**config.mk**
```make
export PLATFORM = sky130hd
export DESIGN_NAME = post_alu_writeback_flat
export DESIGN_NICKNAME = d
export VERILOG_FILES = /design/src/rtl/post_alu_writeback_if.sv /design/src/rtl/post_alu_writeback.sv /design/src/flat_wrapper.sv
export SDC_FILE = /design/constraint.sdc
export NUM_CORES = 1
export LEC_CHECK = 0
export ABC_AREA = 1
export BUFFER_PORTS_ARGS = -buffer_cell sky130_fd_sc_hd__buf_2
export CORE_MARGIN = 4
export CORE_UTILIZATION = 30
export DETAILED_ROUTE_END_ITERATION = 12
export GPL_TIMING_DRIVEN = 0
export HOLD_SLACK_MARGIN = 0.12
export PLACE_DENSITY = 0.54
export SLEW_MARGIN = 20
export SYNTH_ARGS = -nofsm -noshare
export SYNTH_HDL_FRONTEND = slang
export SYNTH_SLANG_ARGS = --single-unit
```
**constraint.sdc**
```tcl
create_clock -name clk -period 2.3 [get_ports clk]
set_input_delay 0.46 -clock clk [delete_from_list [all_inputs] [get_ports clk]]
set_output_delay 0.46 -clock clk [all_outputs]
set_load 0.03 [all_outputs]
```
**src/rtl/post_alu_writeback_if.sv**
```systemverilog
// Instruction, data-memory and register-file write signals of the post-ALU writeback stage.
// The stage itself connects through the slave modport; its environment uses master.
interface post_alu_writeback_if #(
  parameter int DATA_W = 16,
  parameter int REG_AW = 4
);
  logic              in_valid;
  logic              in_ready;
  logic [DATA_W-1:0] ALU_OUT;
  logic [DATA_W-1:0] PC;
  logic [DATA_W-1:0] D_RegSW;
  logic [REG_AW-1:0] D_WriteReg;
  logic              C_RegWrite;
  logic              C_MemRead;
  logic              C_MemWrite;
  logic [1:0]        C_MemToReg;
  logic              mem_req;
  logic              mem_we;
  logic [DATA_W-1:0] mem_addr;
  logic [DATA_W-1:0] mem_wdata;
  logic              mem_ack;
  logic [DATA_W-1:0] mem_rdata;
  logic              rf_we;
  logic [REG_AW-1:0] rf_waddr;
  logic [DATA_W-1:0] rf_wdata;
  logic              wb_done;
  logic              mem_err;

  modport slave (
    input  in_valid, ALU_OUT, PC, D_RegSW, D_WriteReg,
           C_RegWrite, C_MemRead, C_MemWrite, C_MemToReg,
           mem_ack, mem_rdata,
    output in_ready, mem_req, mem_we, mem_addr, mem_wdata,
           rf_we, rf_waddr, rf_wdata, wb_done, mem_err
  );

  modport master (
    output in_valid, ALU_OUT, PC, D_RegSW, D_WriteReg,
           C_RegWrite, C_MemRead, C_MemWrite, C_MemToReg,
           mem_ack, mem_rdata,
    input  in_ready, mem_req, mem_we, mem_addr, mem_wdata,
           rf_we, rf_waddr, rf_wdata, wb_done, mem_err
  );
endinterface

```
**src/rtl/post_alu_writeback.sv**
```systemverilog
// Retires one ALU result per instruction: optional data-memory load/store handshake,
// writeback source select and a single register-file write, all outputs registered.
module post_alu_writeback #(
  parameter int DATA_W      = 16,
  parameter int REG_AW      = 4,
  parameter int PC_INC      = 2,
  parameter int MEM_TIMEOUT = 15
) (
  input logic                clk,
  input logic                reset,
  post_alu_writeback_if.slave bus
);

  localparam int CNT_W = (MEM_TIMEOUT > 1) ? $clog2(MEM_TIMEOUT + 1) : 1;
  localparam logic [CNT_W-1:0] CNT_LAST = CNT_W'((MEM_TIMEOUT > 0) ? MEM_TIMEOUT - 1 : 0);

  typedef enum logic [1:0] {IDLE, MEM, WB} state_t;

  state_t            state, state_nxt;
  logic [CNT_W-1:0]  cnt;
  logic              ack_hit, tmo_hit, accept;

  // Instruction fields captured on accept
  logic              regwrite_p0, load_p0, store_p0;
  logic [1:0]        m2r_p0;
  logic [DATA_W-1:0] pc_p0;
  logic [REG_AW-1:0] waddr_p0;

  logic              f_regwrite, f_store;
  logic [1:0]        f_m2r;
  logic [DATA_W-1:0] f_alu, f_pc, f_ld;
  logic [REG_AW-1:0] f_waddr;
  logic              we_nxt;
  logic [DATA_W-1:0] wdata_nxt;

  // Link address wraps modulo 2^DATA_W; the reserved select writes zero.
  function automatic logic [DATA_W-1:0] wb_data(input logic [1:0] m2r,
                                                input logic [DATA_W-1:0] alu,
                                                input logic [DATA_W-1:0] ld,
                                                input logic [DATA_W-1:0] pc);
    case (m2r)
      2'b00:   return alu;
      2'b01:   return ld;
      2'b10:   return pc + DATA_W'(PC_INC);
      default: return '0;
    endcase
  endfunction

  assign accept = (state == IDLE) && bus.in_valid;

  always_comb begin
    state_nxt = state;
    ack_hit   = 1'b0;
    tmo_hit   = 1'b0;
    unique case (state)
      IDLE: if (bus.in_valid) state_nxt = (bus.C_MemRead || bus.C_MemWrite) ? MEM : WB;
      MEM: begin
        if (bus.mem_ack) begin
          ack_hit   = 1'b1;
          state_nxt = WB;
        end else if ((MEM_TIMEOUT != 0) && (cnt == CNT_LAST)) begin
          tmo_hit   = 1'b1;
          state_nxt = WB;
        end
      end
      WB:      state_nxt = IDLE;
      default: state_nxt = IDLE;
    endcase
  end

  // ALU-only instructions go straight from IDLE to WB, so they select from the live inputs.
  always_comb begin
    f_regwrite = regwrite_p0;
    f_store    = store_p0;
    f_m2r      = m2r_p0;
    f_alu      = bus.mem_addr;
    f_pc       = pc_p0;
    f_waddr    = waddr_p0;
    f_ld       = '0;
    if (accept) begin
      f_regwrite = bus.C_RegWrite;
      f_store    = bus.C_MemWrite;
      f_m2r      = bus.C_MemToReg;
      f_alu      = bus.ALU_OUT;
      f_pc       = bus.PC;
      f_waddr    = bus.D_WriteReg;
    end else if (ack_hit && load_p0 && !store_p0) begin
      f_ld = bus.mem_rdata;
    end
    we_nxt    = f_regwrite && !f_store && !tmo_hit;
    wdata_nxt = wb_data(f_m2r, f_alu, f_ld, f_pc);
  end

  always_ff @(posedge clk) begin
    if (reset) state <= IDLE;
    else       state <= state_nxt;
  end

  // Stage p0 -> registered control outputs
  always_ff @(posedge clk) begin
    if (reset) begin
      bus.in_ready <= 1'b1;
      bus.mem_req  <= 1'b0;
      bus.mem_we   <= 1'b0;
      bus.rf_we    <= 1'b0;
      bus.wb_done  <= 1'b0;
      bus.mem_err  <= 1'b0;
      cnt          <= '0;
    end else begin
      bus.in_ready <= (state_nxt == IDLE);
      bus.mem_req  <= (state_nxt == MEM);
      bus.mem_we   <= (state_nxt == MEM) && f_store;
      bus.rf_we    <= (state_nxt == WB) && we_nxt;
      bus.wb_done  <= (state_nxt == WB);
      if (tmo_hit) bus.mem_err <= 1'b1;
      cnt <= ((state == MEM) && (state_nxt == MEM)) ? cnt + 1'b1 : '0;
    end
  end

  // Stage p0 -> latched fields and writeback data
  always_ff @(posedge clk) begin
    if (reset) begin
      bus.mem_addr  <= '0;
      bus.mem_wdata <= '0;
      bus.rf_waddr  <= '0;
      bus.rf_wdata  <= '0;
      regwrite_p0   <= 1'b0;
      load_p0       <= 1'b0;
      store_p0      <= 1'b0;
      m2r_p0        <= 2'b00;
      pc_p0         <= '0;
      waddr_p0      <= '0;
    end else begin
      if (accept) begin
        bus.mem_addr  <= bus.ALU_OUT;
        bus.mem_wdata <= bus.D_RegSW;
        regwrite_p0   <= bus.C_RegWrite;
        load_p0       <= bus.C_MemRead;
        store_p0      <= bus.C_MemWrite;
        m2r_p0        <= bus.C_MemToReg;
        pc_p0         <= bus.PC;
        waddr_p0      <= bus.D_WriteReg;
      end
      if (state_nxt == WB) begin
        bus.rf_waddr <= f_waddr;
        bus.rf_wdata <= wdata_nxt;
      end
    end
  end

endmodule

```
**src/flat_wrapper.sv**
```systemverilog
// flat-port wrapper written by rule: the top's interface ports become plain ports
module post_alu_writeback_flat 
#(
  parameter int DATA_W      = 16,
  parameter int REG_AW      = 4,
  parameter int PC_INC      = 2,
  parameter int MEM_TIMEOUT = 15
)
  (clk, reset, bus_in_valid, bus_ALU_OUT, bus_PC, bus_D_RegSW, bus_D_WriteReg, bus_C_RegWrite, bus_C_MemRead, bus_C_MemWrite, bus_C_MemToReg, bus_mem_ack, bus_mem_rdata, bus_in_ready, bus_mem_req, bus_mem_we, bus_mem_addr, bus_mem_wdata, bus_rf_we, bus_rf_waddr, bus_rf_wdata, bus_wb_done, bus_mem_err);
  post_alu_writeback_if #(.DATA_W(DATA_W), .REG_AW(REG_AW)) bus_i ();
  input logic clk;
  input logic reset;
  input wire logic [$bits(bus_i.in_valid)-1:0] bus_in_valid;
  input wire logic [$bits(bus_i.ALU_OUT)-1:0] bus_ALU_OUT;
  input wire logic [$bits(bus_i.PC)-1:0] bus_PC;
  input wire logic [$bits(bus_i.D_RegSW)-1:0] bus_D_RegSW;
  input wire logic [$bits(bus_i.D_WriteReg)-1:0] bus_D_WriteReg;
  input wire logic [$bits(bus_i.C_RegWrite)-1:0] bus_C_RegWrite;
  input wire logic [$bits(bus_i.C_MemRead)-1:0] bus_C_MemRead;
  input wire logic [$bits(bus_i.C_MemWrite)-1:0] bus_C_MemWrite;
  input wire logic [$bits(bus_i.C_MemToReg)-1:0] bus_C_MemToReg;
  input wire logic [$bits(bus_i.mem_ack)-1:0] bus_mem_ack;
  input wire logic [$bits(bus_i.mem_rdata)-1:0] bus_mem_rdata;
  output wire logic [$bits(bus_i.in_ready)-1:0] bus_in_ready;
  output wire logic [$bits(bus_i.mem_req)-1:0] bus_mem_req;
  output wire logic [$bits(bus_i.mem_we)-1:0] bus_mem_we;
  output wire logic [$bits(bus_i.mem_addr)-1:0] bus_mem_addr;
  output wire logic [$bits(bus_i.mem_wdata)-1:0] bus_mem_wdata;
  output wire logic [$bits(bus_i.rf_we)-1:0] bus_rf_we;
  output wire logic [$bits(bus_i.rf_waddr)-1:0] bus_rf_waddr;
  output wire logic [$bits(bus_i.rf_wdata)-1:0] bus_rf_wdata;
  output wire logic [$bits(bus_i.wb_done)-1:0] bus_wb_done;
  output wire logic [$bits(bus_i.mem_err)-1:0] bus_mem_err;
  assign bus_i.in_valid = bus_in_valid;
  assign bus_i.ALU_OUT = bus_ALU_OUT;
  assign bus_i.PC = bus_PC;
  assign bus_i.D_RegSW = bus_D_RegSW;
  assign bus_i.D_WriteReg = bus_D_WriteReg;
  assign bus_i.C_RegWrite = bus_C_RegWrite;
  assign bus_i.C_MemRead = bus_C_MemRead;
  assign bus_i.C_MemWrite = bus_C_MemWrite;
  assign bus_i.C_MemToReg = bus_C_MemToReg;
  assign bus_i.mem_ack = bus_mem_ack;
  assign bus_i.mem_rdata = bus_mem_rdata;
  assign bus_in_ready = bus_i.in_ready;
  assign bus_mem_req = bus_i.mem_req;
  assign bus_mem_we = bus_i.mem_we;
  assign bus_mem_addr = bus_i.mem_addr;
  assign bus_mem_wdata = bus_i.mem_wdata;
  assign bus_rf_we = bus_i.rf_we;
  assign bus_rf_waddr = bus_i.rf_waddr;
  assign bus_rf_wdata = bus_i.rf_wdata;
  assign bus_wb_done = bus_i.wb_done;
  assign bus_mem_err = bus_i.mem_err;
  post_alu_writeback #(.DATA_W(DATA_W), .REG_AW(REG_AW), .PC_INC(PC_INC), .MEM_TIMEOUT(MEM_TIMEOUT)) u_core (.clk(clk), .reset(reset), .bus(bus_i));
endmodule
```
==> metrics.csv, run 1 <==
metric,value,unit
status,completed,
mux cell area share after synthesis,3.21,%
row count,42,
via/cell ratio,4.54,
Cells after DPL,859,
final std cells w/o fill,875,
Overall Power,0.00404,W
complex-gate fraction of the synthesized area,10.4,%
n_diodes,0,
critical path's top delay family,simple AND/OR/NAND/NOR gates,
CTS max path bufs,2,
violation count after the first detailed-route iteration,229,
H-tree depth,3,
worst path cell trace,"nor2_4, nand2_4, buf_6, nand2_1, nand2_1, ha_2, nand3_2, nor2_1, nand3_1, nand2_1, nand3_1, nand2_1, nand2_1, a21oi_1",
post-layout min period,2140,ps
CTS buffer count,9,
core footprint,13200,um2
Vert. Die Dim,124,um
initial antenna violation count,0,
largest family of logic cells by synthesized area,simple AND/OR/NAND/NOR gates,
min-delay worst type,in -> reg,
Worst Max-Slew Pin Slew,603,ps
Power Density,770,nW/um2
share of cells above drive strength 1,29.9,%
Worst EP required,2560,ps
crit path max fanout,10,
WS Path Type,reg -> reg,
Yosys cell types,36,
crit start category,flip-flop,
WL/cell,14.5,um
Max VDD drop,0.345,mV
Synth Area in Adders,0.927,%
Clock Latency Late Sink,340,ps
number of synthesized flops with an enable pin,0,
average size of a mapped cell,7.36,um2
Buf/Inv on CP,1,
Max Fclk,468,MHz
final WL,12.7,mm
fillers,1433,
Detail Route Antenna Nets,0,
slowest cell delay on critical path,380,ps
slowest cell on the critical path,dfxtp_1,
Rel. slew slack,59.8,%
Die Wd,124,um
Leakage,2.53,nW
YS warnings,0,
final setup vio count,0,
post-detail-place hpwl,9.83,mm
syn nets,630,
max-capacitance violation count,0,
RSZ-0062 raised after global routing,no,
All-Layer GR Usage,16.7,%
Ports,135,
total gr overflow,0,
area of the mapped netlist,4050,um2
TritonCTS clock tree,built,
Synth async-reset ratio,0,%
Post-Synth XOR/XNOR Area,0.433,%
TritonCTS Sinks,89,
sequential share of the synthesized area,44.0,%
#FFs+latches synth,89,
CP arrival,2400,ps
"Clk pin slew, worst setup/hold paths",60,ps
vias in the first global route,3929,
Layout Area Growth over Synthesis,29.6,%
# DRC,0,
DR pass1 iterations,4,
die footprint,15400,um2
Finished Cell Area,5250,um2
Initial Util,30.6,%
Setup TNS Final,0,ps
Worst Setup End Kind,flip-flop,
IO buf count,133,
most used cell along the critical path,nand2_1,
largest net degree at the start of global routing,16,
Setup Skew,7.54,ps
DP Area,4930,um2
"Top FF cell, synth",dfxtp_1,
first-pass GRT wire length,19.8,mm
final net count,774,
simple-gate area share of the yosys netlist,32.9,%
fin crit share,92.9,%
Routability Congestion,0.892,
Root Driver,clkbuf_16,
Max Slew Vio Count,0,
cells after synthesis,550,
Fin. Hold Viols,0,
via count,3976,
[registers in the layout, indices dropped and copies added, names as in the netlist]
name                  flops
u_core.load_p0            1
u_core.bus.mem_wdata     16
u_core.bus.mem_we         1
u_core.m2r_p0             2
u_core.state              2
u_core.bus.mem_req        1
u_core.waddr_p0           4
u_core.bus.rf_we          1
u_core.bus.rf_wdata      16
u_core.bus.in_ready       1
u_core.store_p0           1
u_core.regwrite_p0        1
u_core.bus.mem_err        1
u_core.bus.wb_done        1
u_core.bus.rf_waddr       4
u_core.bus.mem_addr      16
u_core.cnt                4
u_core.pc_p0             16
[final cells by class]
cell class	instances	area (um2)	share of cell area, %
well taps	176	220	4.20
repair buffers	133	666	12.7
flip-flops and latches	89	1780	34.0
clock buffers	11	243	4.63
multi-input cells	389	1940	37.0
inverters	45	169	3.22
plain buffers	27	164	3.12
clock inverters	5	62.6	1.19
[routing by layer]
metal,global-route usage (%),part of all wire (%),vias to the layer above
met5,0,0,-
met4,4.18,1.5,0
met3,4.59,7.5,17
met2,27.8,45,120
met1,21.4,46,1796
li1,-,-,2043
[repair_timing]
action / in CTS / in global routing
hold buffers: 0 / 0
gates resized for setup: 0 / 3
setup endpoints to repair: 0 / 4
setup buffers: 0 / 0
[worst min-delay path: stages]
cell	delay (ps)
buf_2	70
o21ai_0	70
nor2_1	80
[cells in the mapped netlist, drive strengths merged, types with 2 or more instances]
library cell  count  area [um2]
nand3            47         260
o221ai            2        17.5
o211ai            3        22.5
clkbuf           10        37.5
ha                3        37.5
nor2            103         424
a211oi            4        30.0
buf              17         123
o21ai            36         218
nand4             5        31.3
a21oi            21         120
nand2           142         578
inv              45         169
dfxtp            89        1780
mux2i            13         130
nor3              2        10.0
or2               2        12.5
[layout by cell type, fill, tap and decap left out, types with 13 or more instances in the layout]
cell,n
buf_2,138
o21ai_0,22
inv_1,34
nand3_1,42
mux2i_1,13
nor2_1,96
nand2_1,130
dfxtp_1,89
a21oi_1,17
[kinds of logic (layout without fill, tap and decap cells)]
group	Yosys count	in the layout
compound gates	68	68
xor+xnor	2	2
fa+ha+maj	3	3
buf+inv	72	221
flops	89	89
mux	13	13
simple gates	303	303
[metrics by stage]
step / hold slack (ps) / utilization [%] / setup slack [ps]
final: 380 / 39.6 / 162
after global routing: 391 / 39.6 / 12.2
after CTS: 370 / 39.6 / 135
after detailed placement: 460 / 37.3 / 8.39
after global placement: 441 / 37.3 / 58.9
after floorplan: 430 / - / 537
[final timing paths]
| path | to | from | depth (start not counted) | slack (ps) |
|---|---|---|---|---|
| max | u_core.bus.rf_wdata[15] | u_core.state[0] | 14 | 160 |
| min | u_core.bus.mem_wdata[15] | bus_D_RegSW[15] | 3 | 380 |
| max reg2reg | u_core.bus.rf_wdata[15] | u_core.state[0] | 14 | 160 |
| min reg2reg | u_core.pc_p0[2] | u_core.pc_p0[2] | 2 | 470 |
[power by group]
part	switching, W	internal, W
Sequential	0.0000423	0.00164
Combinational	0.000567	0.000275
Clock	0.000632	0.000880
Total	0.00124	0.00280
Note: power is estimated with default switching activity, not from simulation.
==> inputs of run 2 (changes only) <==
--- a/config.mk
+++ b/config.mk
@@ -8,11 +8,11 @@
 export ABC_AREA = 1
 export BUFFER_PORTS_ARGS = -buffer_cell sky130_fd_sc_hd__buf_2
 export CORE_MARGIN = 4
-export CORE_UTILIZATION = 30
+export CORE_UTILIZATION = 50
 export DETAILED_ROUTE_END_ITERATION = 12
 export GPL_TIMING_DRIVEN = 0
 export HOLD_SLACK_MARGIN = 0.12
-export PLACE_DENSITY = 0.54
+export PLACE_DENSITY = 0.81
 export SLEW_MARGIN = 20
 export SYNTH_ARGS = -nofsm -noshare
 export SYNTH_HDL_FRONTEND = slang
==> metrics.csv, run 2 (same netlist as run 1, synthesis figures left out) <==
metric,value,unit,change
status,completed,,
DR pass1 iterations,4,,unchanged
Power Density,718,nW/um2,-6.7%
fillers,730,,-49%
Max Slew Vio Count,0,,unchanged
core footprint,7810,um2,-41%
WL/cell,14.0,um,-3.0%
first-pass GRT wire length,18.1,mm,-8.4%
TritonCTS clock tree,built,,
Detail Route Antenna Nets,0,,unchanged
H-tree depth,3,,unchanged
total gr overflow,0,,unchanged
violation count after the first detailed-route iteration,170,,-26%
WS Path Type,reg -> reg,,
slowest cell on the critical path,dfxtp_1,,
CTS max path bufs,2,,unchanged
Worst Setup End Kind,flip-flop,,
worst path cell trace,"nor2_4, nand2_4, buf_6, nand2_1, nand2_1, ha_1, nand3_2, inv_2, nand2_1, inv_1, nand2_1, nand3_1, nand3_1, nand2_1, a21oi_1",,
Worst EP required,2590,ps,+30 ps
row count,32,,-24%
Post-CTS Setup Bufs,0,,unchanged
min-delay worst type,in -> reg,,
CTS resizes,0,,unchanged
Clock Latency Late Sink,360,ps,+20 ps
Root Driver,clkbuf_8,,
slowest cell delay on critical path,340,ps,-40 ps
via count,4066,,+2.3%
Overall Power,0.00363,W,-10%
# DRC,0,,unchanged
most used cell along the critical path,nand2_1,,
final worst-path setup slack,201,ps,+38.8 ps
final setup vio count,0,,unchanged
Die Wd,98.0,um,-21%
final net count,774,,unchanged
fin crit share,91.2,%,-1.7 points
initial antenna violation count,0,,unchanged
All-Layer GR Usage,22.9,%,+6.2 points
Setup Skew,8.56,ps,+1.02 ps
Rel. slew slack,57.9,%,-1.8 points
CP arrival,2390,ps,about the same
"most common cell after layout, fill and taps aside",buf_2,,
largest net degree at the start of global routing,18,,+2
crit path max fanout,10,,unchanged
TritonCTS Sinks,89,,unchanged
crit start category,flip-flop,,
die footprint,9600,um2,-38%
# hold bufs at CTS,0,,unchanged
RSZ-0062 raised after global routing,no,,
final WL,11.3,mm,-11%
Max VDD drop,0.382,mV,+11%
Vert. Die Dim,98.0,um,-21%
via/cell ratio,5.08,,+12%
Setup TNS Final,0,ps,unchanged
n_diodes,0,,unchanged
post-layout min period,2100,ps,-38.8 ps
Leakage,2.50,nW,-1.5%
Place WS,82.8,ps,+74.5 ps
max-capacitance violation count,0,,unchanged
share of cells above drive strength 1,29.9,%,unchanged
Ports,135,,unchanged
Worst Max-Slew Pin Slew,631,ps,+27.6 ps
CTS buffer count,9,,unchanged
final std cells w/o fill,801,,-8.5%
Routability Congestion,0.941,,+5.5%
Layout Area Growth over Synthesis,24.9,%,
Max Fclk,476,MHz,+1.8%
"commonest cells after routing, fill and taps aside","buf_2 (138), nand2_1 (130), nor2_1 (96)",,
Fin. Hold Viols,0,,unchanged
IO buf count,133,,unchanged
vias in the first global route,3977,,+1.2%
post-detail-place hpwl,8.75,mm,-11%
"Clk pin slew, worst setup/hold paths",100,ps,+40 ps
Cells after DPL,785,,-8.6%
Initial Util,51.8,%,+21 points
==> run 2: cell types whose count changed in the layout (fill, tap and decap cells not counted), sizes merged <==
cell	previous run	this run
clkbuf	21	19
clkinv	0	3
clkinvlp	2	1
==> run 2: layout make-up <==
class | instances | area, um2 | area share [%]
buffer | 27 | 160 | 3.17
clock buffer | 9 | 124 | 2.45
clock inverter | 7 | 88.8 | 1.76
inverter | 45 | 169 | 3.34
multi-input combinational | 389 | 1940 | 38.3
sequential | 89 | 1780 | 35.3
tap | 102 | 128 | 2.53
timing repair buffer | 133 | 666 | 13.2
==> run 2: critical path, delay by kind of cell (launching register included) <==
family,cells,cell delay (ps)
AOI/OAI and AO/OA,1,120
adders and majority gates,1,290
buffers and inverters,3,280
DFF,1,340
and+or+nand+nor,10,1000
==> run 2: worst paths after layout <==
kind / from / to / slack [ps] / cells after the start
min: bus_D_RegSW[6] / u_core.bus.mem_wdata[6] / 340 / 3
max: u_core.state[1] / u_core.bus.rf_wdata[9] / 200 / 15
max reg2reg: u_core.state[1] / u_core.bus.rf_wdata[9] / 200 / 15
min reg2reg: u_core.pc_p0[2] / u_core.pc_p0[2] / 470 / 2
==> run 2: per-layer routing <==
metal / track usage [%] / up-vias / share of wire (%)
met5: 0 / - / 0
met4: 7.45 / 0 / 2.2
met3: 6.14 / 24 / 7.8
met2: 40.6 / 149 / 48
met1: 26.8 / 1852 / 42
li1: - / 2041 / -
==> run 2: metrics by stage <==
stage | hold slack [ps] | util [%] | instance area, um2
2_1_floorplan | 430 | - | 4050
3_3_place_gp | 442 | 62.0 | 4840
3_5_place_dp | 458 | 62.0 | 4840
4_1_cts | 342 | 64.7 | 5050
5_1_grt | 349 | 64.7 | 5050
6_report | 344 | 64.7 | 5050
==> run 2: where the power goes <==
part           internal [W]  switching (W)  leakage (nW)
Combinational      0.000273       0.000551          1.66
Sequential          0.00164      0.0000437         0.730
Clock              0.000522       0.000600         0.103
Total               0.00244        0.00119          2.50
